===== config.mk =====
export PLATFORM = sky130hd
export DESIGN_NAME = mdu
export DESIGN_NICKNAME = d
export VERILOG_FILES = /design/src/rtl/mdu.sv
export SDC_FILE = /design/constraint.sdc
export NUM_CORES = 1
export LEC_CHECK = 0
export ABC_CLOCK_PERIOD_IN_PS = 4000
export BUFFER_PORTS_ARGS = -buffer_cell sky130_fd_sc_hd__buf_2
export CAP_MARGIN = 15
export CORE_MARGIN = 5
export CORE_UTILIZATION = 50
export CTS_CLUSTER_DIAMETER = 100
export DETAILED_ROUTE_END_ITERATION = 12
export GPL_TIMING_DRIVEN = 0
export PLACE_DENSITY_LB_ADDON = 0.15
export SLEW_MARGIN = 20
export SYNTH_ARGS = -nofsm -noshare
export SYNTH_HDL_FRONTEND = slang
export SYNTH_SLANG_ARGS = --single-unit

===== constraint.sdc =====
create_clock -name clk -period 4 [get_ports clk]
set_clock_uncertainty 0.2 [all_clocks]
set_input_delay 0.8 -clock clk [delete_from_list [all_inputs] [get_ports clk]]
set_output_delay 0.8 -clock clk [all_outputs]
set_load 0.01 [all_outputs]

===== src/rtl/mdu.sv =====
`default_nettype none
// ============================================================================
//  Module      : mdu
//  Description : Iterative multiply/divide unit with architectural HI/LO.
//                MULT/MULTU use radix-2 shift-add (LSB first); DIV/DIVU use
//                restoring division (MSB first). 32 iterations plus one
//                sign-fix cycle. Divide support is compiled in only when
//                the MDU_DIV_EN macro is defined.
//  Revision    : 1.0 - initial release
// ============================================================================
module mdu (
    input  logic        clk,
    input  logic        rst,
    input  logic        start,
    input  logic [1:0]  op,
    input  logic [31:0] opa,
    input  logic [31:0] opb,
    input  logic        hi_wr,
    input  logic        lo_wr,
    input  logic [31:0] wdata,
    output logic        busy,
    output logic        done,
    output logic [31:0] hi,
    output logic [31:0] lo
);

    typedef enum logic [1:0] {
        S_IDLE = 2'd0,
        S_CALC = 2'd1,
        S_FIX  = 2'd2
    } state_t;

    state_t      r_state;
    logic [4:0]  r_cnt;
    logic [31:0] r_a;        // multiplicand magnitude / dividend (shifts left)
    logic [31:0] r_b;        // multiplier (shifts right) / divisor magnitude
    logic [63:0] r_acc;      // product, or {remainder, quotient}
    logic        r_neg;      // product sign / quotient sign
    logic        r_busy;
    logic        r_done;
    logic [31:0] r_hi;
    logic [31:0] r_lo;

    // Operand conditioning at launch: signed ops (op[0]=0) use magnitudes.
    logic        w_signed;
    logic        w_accept;
    logic [31:0] w_abs_a;
    logic [31:0] w_abs_b;

    // Multiply step and final product sign fix.
    logic [32:0] w_mul_sum;
    logic [63:0] w_prod_fix;

    assign w_signed   = ~op[0];
    assign w_abs_a    = (w_signed && opa[31]) ? (~opa + 32'd1) : opa;
    assign w_abs_b    = (w_signed && opb[31]) ? (~opb + 32'd1) : opb;
    assign w_mul_sum  = {1'b0, r_acc[63:32]} + {1'b0, (r_b[0] ? r_a : 32'd0)};
    assign w_prod_fix = r_neg ? (~r_acc + 64'd1) : r_acc;

`ifdef MDU_DIV_EN
    logic        r_div;      // current op is a divide
    logic        r_neg_rem;  // remainder takes dividend sign
    logic        r_dz;       // divisor is zero
    logic [32:0] w_shift;
    logic [32:0] w_diff;
    logic        w_qbit;
    logic [31:0] w_quo_fix;
    logic [31:0] w_rem_fix;

    // Trial subtract: the remainder is always below the divisor, so the MSB of
    // the 33-bit difference is exactly the borrow. A zero divisor never
    // borrows, which yields an all-ones quotient and the dividend as remainder.
    assign w_shift   = {r_acc[63:32], r_a[31]};
    assign w_diff    = w_shift - {1'b0, r_b};
    assign w_qbit    = ~w_diff[32] | r_dz;
    // Divide-by-zero keeps the all-ones quotient regardless of operand signs.
    assign w_quo_fix = (r_neg && !r_dz) ? (~r_acc[31:0] + 32'd1) : r_acc[31:0];
    assign w_rem_fix = r_neg_rem ? (~r_acc[63:32] + 32'd1) : r_acc[63:32];
    assign w_accept  = start;
`else
    assign w_accept  = start & ~op[1];
`endif

    // Control FSM, iterative datapath and HI/LO registers.
    always_ff @(posedge clk) begin
        if (rst) begin
            r_state <= S_IDLE;
            r_cnt   <= 5'd0;
            r_a     <= 32'd0;
            r_b     <= 32'd0;
            r_acc   <= 64'd0;
            r_neg   <= 1'b0;
            r_busy  <= 1'b0;
            r_done  <= 1'b0;
            r_hi    <= 32'd0;
            r_lo    <= 32'd0;
`ifdef MDU_DIV_EN
            r_div     <= 1'b0;
            r_neg_rem <= 1'b0;
            r_dz      <= 1'b0;
`endif
        end else begin
            r_done <= 1'b0;
            case (r_state)
                S_IDLE: begin
                    if (hi_wr) r_hi <= wdata;
                    if (lo_wr) r_lo <= wdata;
                    if (w_accept) begin
                        r_a     <= w_signed ? w_abs_a : opa;
                        r_b     <= w_signed ? w_abs_b : opb;
                        r_acc   <= 64'd0;
                        r_cnt   <= 5'd0;
                        r_neg   <= w_signed & (opa[31] ^ opb[31]);
                        r_busy  <= 1'b1;
                        r_state <= S_CALC;
`ifdef MDU_DIV_EN
                        r_div     <= op[1];
                        r_neg_rem <= w_signed & opa[31];
                        r_dz      <= (opb == 32'd0);
`endif
                    end
                end
                S_CALC: begin
`ifdef MDU_DIV_EN
                    if (r_div) begin
                        r_acc <= {w_diff[32] && !r_dz ? w_shift[31:0] : w_diff[31:0],
                                  r_acc[30:0], w_qbit};
                        r_a   <= {r_a[30:0], 1'b0};
                    end else begin
                        r_acc <= {w_mul_sum, r_acc[31:1]};
                        r_b   <= {1'b0, r_b[31:1]};
                    end
`else
                    r_acc <= {w_mul_sum, r_acc[31:1]};
                    r_b   <= {1'b0, r_b[31:1]};
`endif
                    r_cnt <= r_cnt + 5'd1;
                    if (r_cnt == 5'd31) r_state <= S_FIX;
                end
                S_FIX: begin
`ifdef MDU_DIV_EN
                    if (r_div) begin
                        r_hi <= w_rem_fix;
                        r_lo <= w_quo_fix;
                    end else begin
                        r_hi <= w_prod_fix[63:32];
                        r_lo <= w_prod_fix[31:0];
                    end
`else
                    r_hi <= w_prod_fix[63:32];
                    r_lo <= w_prod_fix[31:0];
`endif
                    r_done  <= 1'b1;
                    r_busy  <= 1'b0;
                    r_state <= S_IDLE;
                end
                default: begin
                    r_busy  <= 1'b0;
                    r_state <= S_IDLE;
                end
            endcase
        end
    end

    assign busy = r_busy;
    assign done = r_done;
    assign hi   = r_hi;
    assign lo   = r_lo;

endmodule
`default_nettype wire


==> metrics.log, run 1 <==
INFO  metric reg2reg_slack = 0.19 ns
INFO  metric core = 23470 um^2
INFO  metric cts.htree.levels = 1
INFO  metric tritoncts = yes
INFO  metric worstRegToRegCells = 14
INFO  metric synth_top_cell_area_share = 0.3396
INFO  metric crit_fanout = 10
INFO  metric hp-start = r_a[31]
INFO  metric syn_inst = 1501
INFO  metric drc_errors = 0
INFO  metric static-leakage-power = 5.886 nW
INFO  metric tritoncts.num_buffers = 22
INFO  metric ys_warnings = 0
INFO  metric timing.slew.headroom = 0.4823
INFO  metric preCtsSetupSlack = -0.1392 ns
INFO  metric async_set_reset_flop_share_out_of_synthesis = 0
INFO  metric syn_area_per_cell = 7.932 um^2
INFO  metric synth_seq_cells = 202
INFO  metric final_period_minus_worst_setup_slack = 3.810 ns
INFO  metric irDropWorstVdd = 0.2398 mV
INFO  metric run_status = finished, final reports clean
INFO  metric r2r_start = r_b[0]
INFO  metric clkTransAtPathRegs = 0.06 ns
INFO  metric drt_first_iter_violations = 1076
INFO  metric die_w = 164.3 um
INFO  metric clock_latency = 0.53 ns
INFO  metric dpl.hpwl = 31150 um
INFO  metric maximum_number_of_pins_on_one_net_before_global_route_repair = 14
INFO  metric timing_max_transition_violations_final = 0
INFO  metric clock_tree.root_cell = sky130_fd_sc_hd__clkbuf_16
INFO  metric crit_type = reg -> reg
INFO  metric final_layout_size_suffix_gt1_frac = 0.1405
INFO  metric floorplan.rows = 56
INFO  metric cp-start-kind = register
INFO  metric place.detailed.instances = 1989
INFO  metric worst_r2r_endpoint = r_acc[61]
INFO  metric post_drt_wl_per_cell = 19.39 um
INFO  metric timing_hold_violations_final = 0
INFO  metric layoutNonFillerInstCount = 2027
INFO  metric postRouteWirelength = 39300 um
INFO  metric dr.pass1.iters = 8
INFO  metric num_antenna_cells = 0
INFO  metric dominantRegCellSynth = sky130_fd_sc_hd__dfxtp_1
INFO  metric finalCritPeriodShare = 0.9526
INFO  metric post_synth_num_cell_types = 74
INFO  metric peak_freq = 262.4 MHz
INFO  metric clock_path_buffers = 3
INFO  metric area_delta_synth_final = 16.94%
INFO  metric ant_nets = 0
INFO  metric timing.critical_path.arrival = 4.00 ns
INFO  metric setup_repair_after_global_routing_missed_its_margin = no
INFO  metric post-route-worst-setup-slack = 0.1896 ns
INFO  metric overflow = 0
INFO  metric cts_hold_buf = 0
INFO  metric layout.nets = 1835
INFO  metric worstHoldPathCells = 2
INFO  metric sink_of_the_worst_hold_path = r_a[31]
INFO  metric synth_seq_area_share = 0.3396
INFO  metric timing.critical_path.required = 4.19 ns
INFO  metric synth_fp_nets = 1642
INFO  metric globalRouteTotalUtil = 0.2819
INFO  metric holdWs = 0.2640 ns
INFO  metric final_core_utilization = 0.5932
INFO  metric numClockSinks = 202
INFO  metric post_synth_instance_area = 11910 um^2
INFO  metric synth.largest_area_cell = sky130_fd_sc_hd__dfxtp_1
INFO  metric initial_core_util = 0.5072
INFO  metric layout.filler_cells = 2265
INFO  metric numPortBuffers = 168
INFO  metric post_synth_main_area_contributors = sky130_fd_sc_hd__dfxtp_1 (34%), sky130_fd_sc_hd__xor2_1 (5.7%), sky130_fd_sc_hd__a21oi_1 (5.7%), sky130_fd_sc_hd__nor2_1 (5.1%), sky130_fd_sc_hd__nand2_1 (4.8%)
INFO  metric critical_path.endpoint_type = register
INFO  metric via_count = 11920
INFO  metric synth_edf_count = 0
INFO  metric die_area = 27000 um^2
INFO  metric timing.final.setup_violations = 0
INFO  metric viasPerCell = 5.879
INFO  metric timing.max_cap.violations = 0
INFO  metric initial_antenna_violation_count = 0
INFO  metric max_slew.worst_pin.slew = 0.7766 ns
INFO  metric power-per-cell-area = 351.6 nW/um^2
INFO  metric worst_hold_path_class = reg -> reg
INFO  metric grt_pass1_wl = 60600 um
INFO  metric grt_pass1_vias = 10910
INFO  metric die_height = 164.3 um
INFO  metric globalplace.congestion = 0.9559
INFO  metric boundaryPins = 169
cell type report:
type	count	area [um^2]	area share
tap	319	399.1	0.02867
inverter	31	116.4	0.008357
sequential	202	4045	0.2905
multi-input combinational	1166	7342	0.5273
buffer	102	435.4	0.03127
clock inverter	8	128.9	0.009256
clock buffer	30	610.6	0.04385
timing repair buffer	169	845.8	0.06075
sequential cells by signal (all words and copies together) (netlist names), 2 cells and up:
signal	count
r_acc	64
r_a	32
hi	32
r_b	32
r_state	2
lo	32
r_cnt	5
repair_timing:
action,CTS,global route
endpoints found under the setup margin,1,2
endpoints found under the hold margin,0,0
pin swaps,0,1
buffers inserted,0,0
gates resized for setup,2,7
through the flow:
stage / area, um^2 / total power [mW] / setup TNS, ns
after floorplan: 11910 / 2.563 / 0
after global placement: 13150 / 2.822 / -0.1558
after detailed placement: 13160 / 2.833 / -0.1392
after CTS: 13900 / 4.910 / 0
after global routing: 13920 / 5.073 / 0
final: 13920 / 4.895 / 0
cell usage after synthesis (all sizes together), types with 16 or more instances:
library cell and number:
o21ai 72, nor4 18, nand2 151, nor3 32, or4 16, dfxtp 202, a22o 33, a211oi 62
and2 37, ha 37, or3 19, nand3 21, nor2 164, a21o 21, xnor2 52, a22oi 38
xor2 78, inv 31, o31ai 30, clkbuf 91, a21oi 136
layout by cell type (no fill, tap or decap), types with 6 or more instances in the layout:
master and n:
sky130_fd_sc_hd__nor3_1 32, sky130_fd_sc_hd__a21o_1 21, sky130_fd_sc_hd__a21oi_1 134, sky130_fd_sc_hd__nor2b_1 7
sky130_fd_sc_hd__o41ai_1 8, sky130_fd_sc_hd__clkbuf_1 94, sky130_fd_sc_hd__nand4_1 6, sky130_fd_sc_hd__a311oi_1 9
sky130_fd_sc_hd__and2_1 37, sky130_fd_sc_hd__inv_1 31, sky130_fd_sc_hd__xnor2_1 52, sky130_fd_sc_hd__or4_1 15
sky130_fd_sc_hd__a2111oi_0 8, sky130_fd_sc_hd__nand2_1 151, sky130_fd_sc_hd__a22o_1 31, sky130_fd_sc_hd__nand2b_1 9
sky130_fd_sc_hd__or3_1 19, sky130_fd_sc_hd__nor4_1 14, sky130_fd_sc_hd__o22ai_1 15, sky130_fd_sc_hd__a31oi_1 9
sky130_fd_sc_hd__nor2_1 163, sky130_fd_sc_hd__buf_2 170, sky130_fd_sc_hd__clkbuf_16 22, sky130_fd_sc_hd__o21ai_0 67
sky130_fd_sc_hd__o31ai_1 30, sky130_fd_sc_hd__dfxtp_1 201, sky130_fd_sc_hd__a211oi_1 61, sky130_fd_sc_hd__a22oi_1 38
sky130_fd_sc_hd__nand3_1 21, sky130_fd_sc_hd__xor2_1 78, sky130_fd_sc_hd__o211ai_1 7, sky130_fd_sc_hd__or2_2 7
sky130_fd_sc_hd__ha_1 37
cells by family (layout without fill, tap and decap cells):
group           Yosys count  count (layout)  share of synthesized area
mux                       6               6                   0.005149
xor+xnor                130             130                    0.09563
compound gates          480             480                     0.2669
simple gates            512             512                     0.2061
fa+ha+maj                38              38                    0.04056
flops                   202             202                     0.3396
buf+inv                 133             340                    0.04603
metal layers:
| metal | global-route usage | vias to the layer above | share of wire |
|---|---|---|---|
| li1 | - | 5828 | - |
| met1 | 0.3876 | 5564 | 0.44 |
| met2 | 0.4564 | 450 | 0.45 |
| met3 | 0.04015 | 74 | 0.073 |
| met4 | 0.09188 | 0 | 0.034 |
| met5 | 0 | - | 0 |
worst max-delay path: stages (launching register included):
cell and delay [ns]:
sky130_fd_sc_hd__dfxtp_2 0.38, sky130_fd_sc_hd__clkbuf_4 0.20, sky130_fd_sc_hd__and2_1 0.23, sky130_fd_sc_hd__ha_1 0.24
sky130_fd_sc_hd__inv_1 0.07, sky130_fd_sc_hd__fa_1 0.38, sky130_fd_sc_hd__nand2b_1 0.21, sky130_fd_sc_hd__a21oi_2 0.22
sky130_fd_sc_hd__o21ai_1 0.14, sky130_fd_sc_hd__a311oi_2 0.41, sky130_fd_sc_hd__a41oi_1 0.24, sky130_fd_sc_hd__nor4b_2 0.22
sky130_fd_sc_hd__o31a_1 0.29, sky130_fd_sc_hd__xor2_1 0.16, sky130_fd_sc_hd__o21ai_0 0.09
power breakdown:
| group | internal (mW) | switching, mW | total (mW) |
|---|---|---|---|
| combinational | 0.234 | 0.402 | 0.637 |
| sequential | 2.10 | 0.0524 | 2.16 |
| clock | 1.26 | 0.841 | 2.10 |
| total | 3.60 | 1.29 | 4.90 |
worst max-delay path by stage:
stage            from         to  slack (ns)
2_1_floorplan  opa[4]    r_a[27]        0.71
3_3_place_gp   r_b[0]  r_acc[61]       -0.16
3_5_place_dp   r_b[0]  r_acc[61]       -0.14
4_1_cts        r_b[0]  r_acc[61]        0.02
5_1_grt        r_b[0]  r_acc[61]        0.04
6_report       r_b[0]  r_acc[61]        0.19
(Power assumes the default switching activity.)
==> run 2: changes to the inputs <==
- RECOVER_POWER: unset -> 25
==> run 2 against run 1 <==
Against the previous run:
- sequential power is essentially flat
- combinational power shrank 2%
- fmax rose by 0.19%
- via count is essentially flat
- critical path depth unchanged
- worst hold slack got worse by 0.0037 ns
==> metrics.log, run 2 (synthesis gave the netlist of run 1 again) <==
INFO  metric numPortBuffers = 168 (unchanged)
INFO  metric clock_tree.root_cell = sky130_fd_sc_hd__clkbuf_16
INFO  metric finalCritPeriodShare = 0.9508 (-0.001806)
INFO  metric timing.setup.tns = 0 ns (unchanged)
INFO  metric layout.nets = 1835 (unchanged)
INFO  metric worst_hold_path_class = reg -> reg
INFO  metric timing_hold_violations_final = 0 (unchanged)
INFO  metric irDropWorstVdd = 0.2399 mV (about the same)
INFO  metric numClockSinks = 202 (unchanged)
INFO  metric final_cell_mix = sky130_fd_sc_hd__dfxtp_1 (201), sky130_fd_sc_hd__nor2_1 (163), sky130_fd_sc_hd__clkbuf_1 (161), sky130_fd_sc_hd__nand2_1 (151), sky130_fd_sc_hd__a21oi_1 (134)
INFO  metric via_count = 11910 (-0.084%)
INFO  metric grt_pass1_vias = 10910 (unchanged)
INFO  metric initial_antenna_violation_count = 0 (unchanged)
INFO  metric dpl.hpwl = 31150 um (unchanged)
INFO  metric ant_nets = 0 (unchanged)
INFO  metric cts_hold_buf = 0 (unchanged)
INFO  metric peak_freq = 262.9 MHz (+0.19%)
INFO  metric total_switching_power = 1.296 mW (about the same)
INFO  metric seq_power_share = 0.442 (+0.002)
INFO  metric tritoncts = yes
INFO  metric critical_path.endpoint_type = register
INFO  metric num_antenna_cells = 0 (unchanged)
INFO  metric fraction_of_power_spent_switching_nets = 0.2653 (+0.0007291)
INFO  metric power.combinational.fraction = 0.128 (-0.002)
INFO  metric clock_path_buffers = 3 (unchanged)
INFO  metric drt_first_iter_violations = 1048 (-2.6%)
INFO  metric clock_latency = 0.53 ns (about the same)
INFO  metric viasPerCell = 5.874 (about the same)
INFO  metric largest_register_by_flop_count = r_acc
INFO  metric die_w = 164.3 um (unchanged)
INFO  metric max_slew.worst_pin.slew = 0.7764 ns (-0.0002156 ns)
INFO  metric layout.filler_cells = 2308 (+1.9%)
INFO  metric globalplace.congestion = 0.9559 (unchanged)
INFO  metric power-per-cell-area = 353.1 nW/um^2 (+0.42%)
INFO  metric timing_max_transition_violations_final = 0 (unchanged)
INFO  metric core = 23470 um^2 (unchanged)
INFO  metric area_delta_synth_final = 16.18%
INFO  metric final_layout_size_suffix_gt1_frac = 0.1013 (-0.03923)
INFO  metric share_clk_of_total_power = 0.430 (about the same)
INFO  metric timing.critical_path.arrival = 3.99 ns (about the same)
INFO  metric grt_pass1_wl = 60600 um (unchanged)
INFO  metric setup_repair_after_global_routing_missed_its_margin = no
INFO  metric postRouteWirelength = 39370 um (+0.18%)
INFO  metric static-leakage-power = 5.625 nW (-4.4%)
INFO  metric globalRouteTotalUtil = 0.2819 (unchanged)
INFO  metric clkTransAtPathRegs = 0.06 ns (about the same)
INFO  metric dr.pass1.iters = 6 (-2)
INFO  metric timing.slew.headroom = 0.4824 (about the same)
INFO  metric floorplan.rows = 56 (unchanged)
INFO  metric cts.htree.levels = 1 (unchanged)
INFO  metric post-route-worst-setup-slack = 0.1968 ns (+0.007222 ns)
INFO  metric initial_core_util = 0.5072 (unchanged)
INFO  metric maximum_number_of_pins_on_one_net_before_global_route_repair = 14 (unchanged)
INFO  metric timing.critical_path.required = 4.19 ns (about the same)
INFO  metric cell_int_power = 3.589 mW (-0.33%)
INFO  metric overflow = 0 (unchanged)
INFO  metric die_area = 27000 um^2 (unchanged)
INFO  metric crit_type = reg -> reg
INFO  metric layout.cells.most_common = sky130_fd_sc_hd__dfxtp_1
INFO  metric timing.final.setup_violations = 0 (unchanged)
INFO  metric preCtsSetupSlack = -0.1392 ns (unchanged)
INFO  metric final_period_minus_worst_setup_slack = 3.803 ns (-0.007222 ns)
INFO  metric timing.max_cap.violations = 0 (unchanged)
INFO  metric die_height = 164.3 um (unchanged)
INFO  metric run_status = finished, final reports clean
INFO  metric boundaryPins = 169 (unchanged)
INFO  metric crit_fanout = 10 (unchanged)
INFO  metric post_drt_wl_per_cell = 19.42 um (+0.18%)
INFO  metric largest_reg_flops = 64 (unchanged)
INFO  metric tritoncts.num_buffers = 22 (unchanged)
INFO  metric drc_errors = 0 (unchanged)
INFO  metric cp-start-kind = register
==> run 2: worst paths after layout <==
path | from | endpoint | slack [ns] | cells after the start
worst max-delay path | r_b[0] | r_acc[61] | 0.20 | 14
worst min-delay path | r_a[31] | r_a[31] | 0.26 | 2
worst max register to register | r_b[0] | r_acc[61] | 0.20 | 14
worst min register to register | r_a[31] | r_a[31] | 0.26 | 2
==> run 2: worst max-delay path, cell delays in order (launching register included) <==
cell and delay [ns]:
sky130_fd_sc_hd__dfxtp_2 0.39, sky130_fd_sc_hd__clkbuf_4 0.20, sky130_fd_sc_hd__and2_1 0.23, sky130_fd_sc_hd__ha_1 0.24
sky130_fd_sc_hd__inv_1 0.07, sky130_fd_sc_hd__fa_1 0.38, sky130_fd_sc_hd__nand2b_1 0.21, sky130_fd_sc_hd__a21oi_2 0.22
sky130_fd_sc_hd__o21ai_1 0.13, sky130_fd_sc_hd__a311oi_2 0.41, sky130_fd_sc_hd__a41oi_1 0.23, sky130_fd_sc_hd__nor4b_2 0.23
sky130_fd_sc_hd__o31a_1 0.29, sky130_fd_sc_hd__xor2_1 0.15, sky130_fd_sc_hd__o21ai_0 0.09
==> run 2: what timing repair did <==
| item | 4_1_cts | 5_1_grt |
|---|---|---|
| pin swaps | 0 | 1 |
| buffers inserted | 0 | 0 |
| setup endpoints to repair | 1 | 2 |
| gates resized for setup | 2 | 7 |
==> run 2: cell type report <==
type,count,area [um^2],share of cell area
Multi-Input combinational cell,1166,7342,0.5308
Sequential cell,202,4045,0.2924
Timing Repair Buffer,169,763.2,0.05517
Clock buffer,30,610.6,0.04414
Buffer,102,427.9,0.03093
Tap cell,319,399.1,0.02885
Clock inverter,8,128.9,0.009316
Inverter,31,116.4,0.008412
==> run 2: routing by layer <==
metal | up-vias | global-route usage | share of wire
met1 | 5556 | 0.3876 | 0.44
li1 | 5827 | - | -
met5 | - | 0 | 0
met3 | 71 | 0.04015 | 0.070
met2 | 452 | 0.4564 | 0.45
met4 | 0 | 0.09188 | 0.034
==> run 2: metrics by stage <==
stage / hold WS [ns] / instance area, um^2 / util / cells / power [mW]
after floorplan: 0.2250 / 11910 / - / 1501 / 2.563
after global placement: 0.2377 / 13150 / 0.5601 / 1988 / 2.822
after detailed placement: 0.2515 / 13160 / 0.5606 / 1989 / 2.833
after CTS: 0.2609 / 13900 / 0.5924 / 2027 / 4.910
after global routing: 0.2979 / 13830 / 0.5893 / 2027 / 5.062
final: 0.2603 / 13830 / 0.5893 / 2027 / 4.884
==> run 2: power by group through the flow <==
stage | Combinational, mW | Sequential (mW) | Clock [mW]
6_report | 0.625 | 2.16 | 2.10
3_3_place_gp | 0.624 | 2.20 | 0
4_1_cts | 0.636 | 2.16 | 2.12
5_1_grt | 0.690 | 2.17 | 2.21
3_5_place_dp | 0.634 | 2.20 | 0
2_1_floorplan | 0.355 | 2.21 | 0
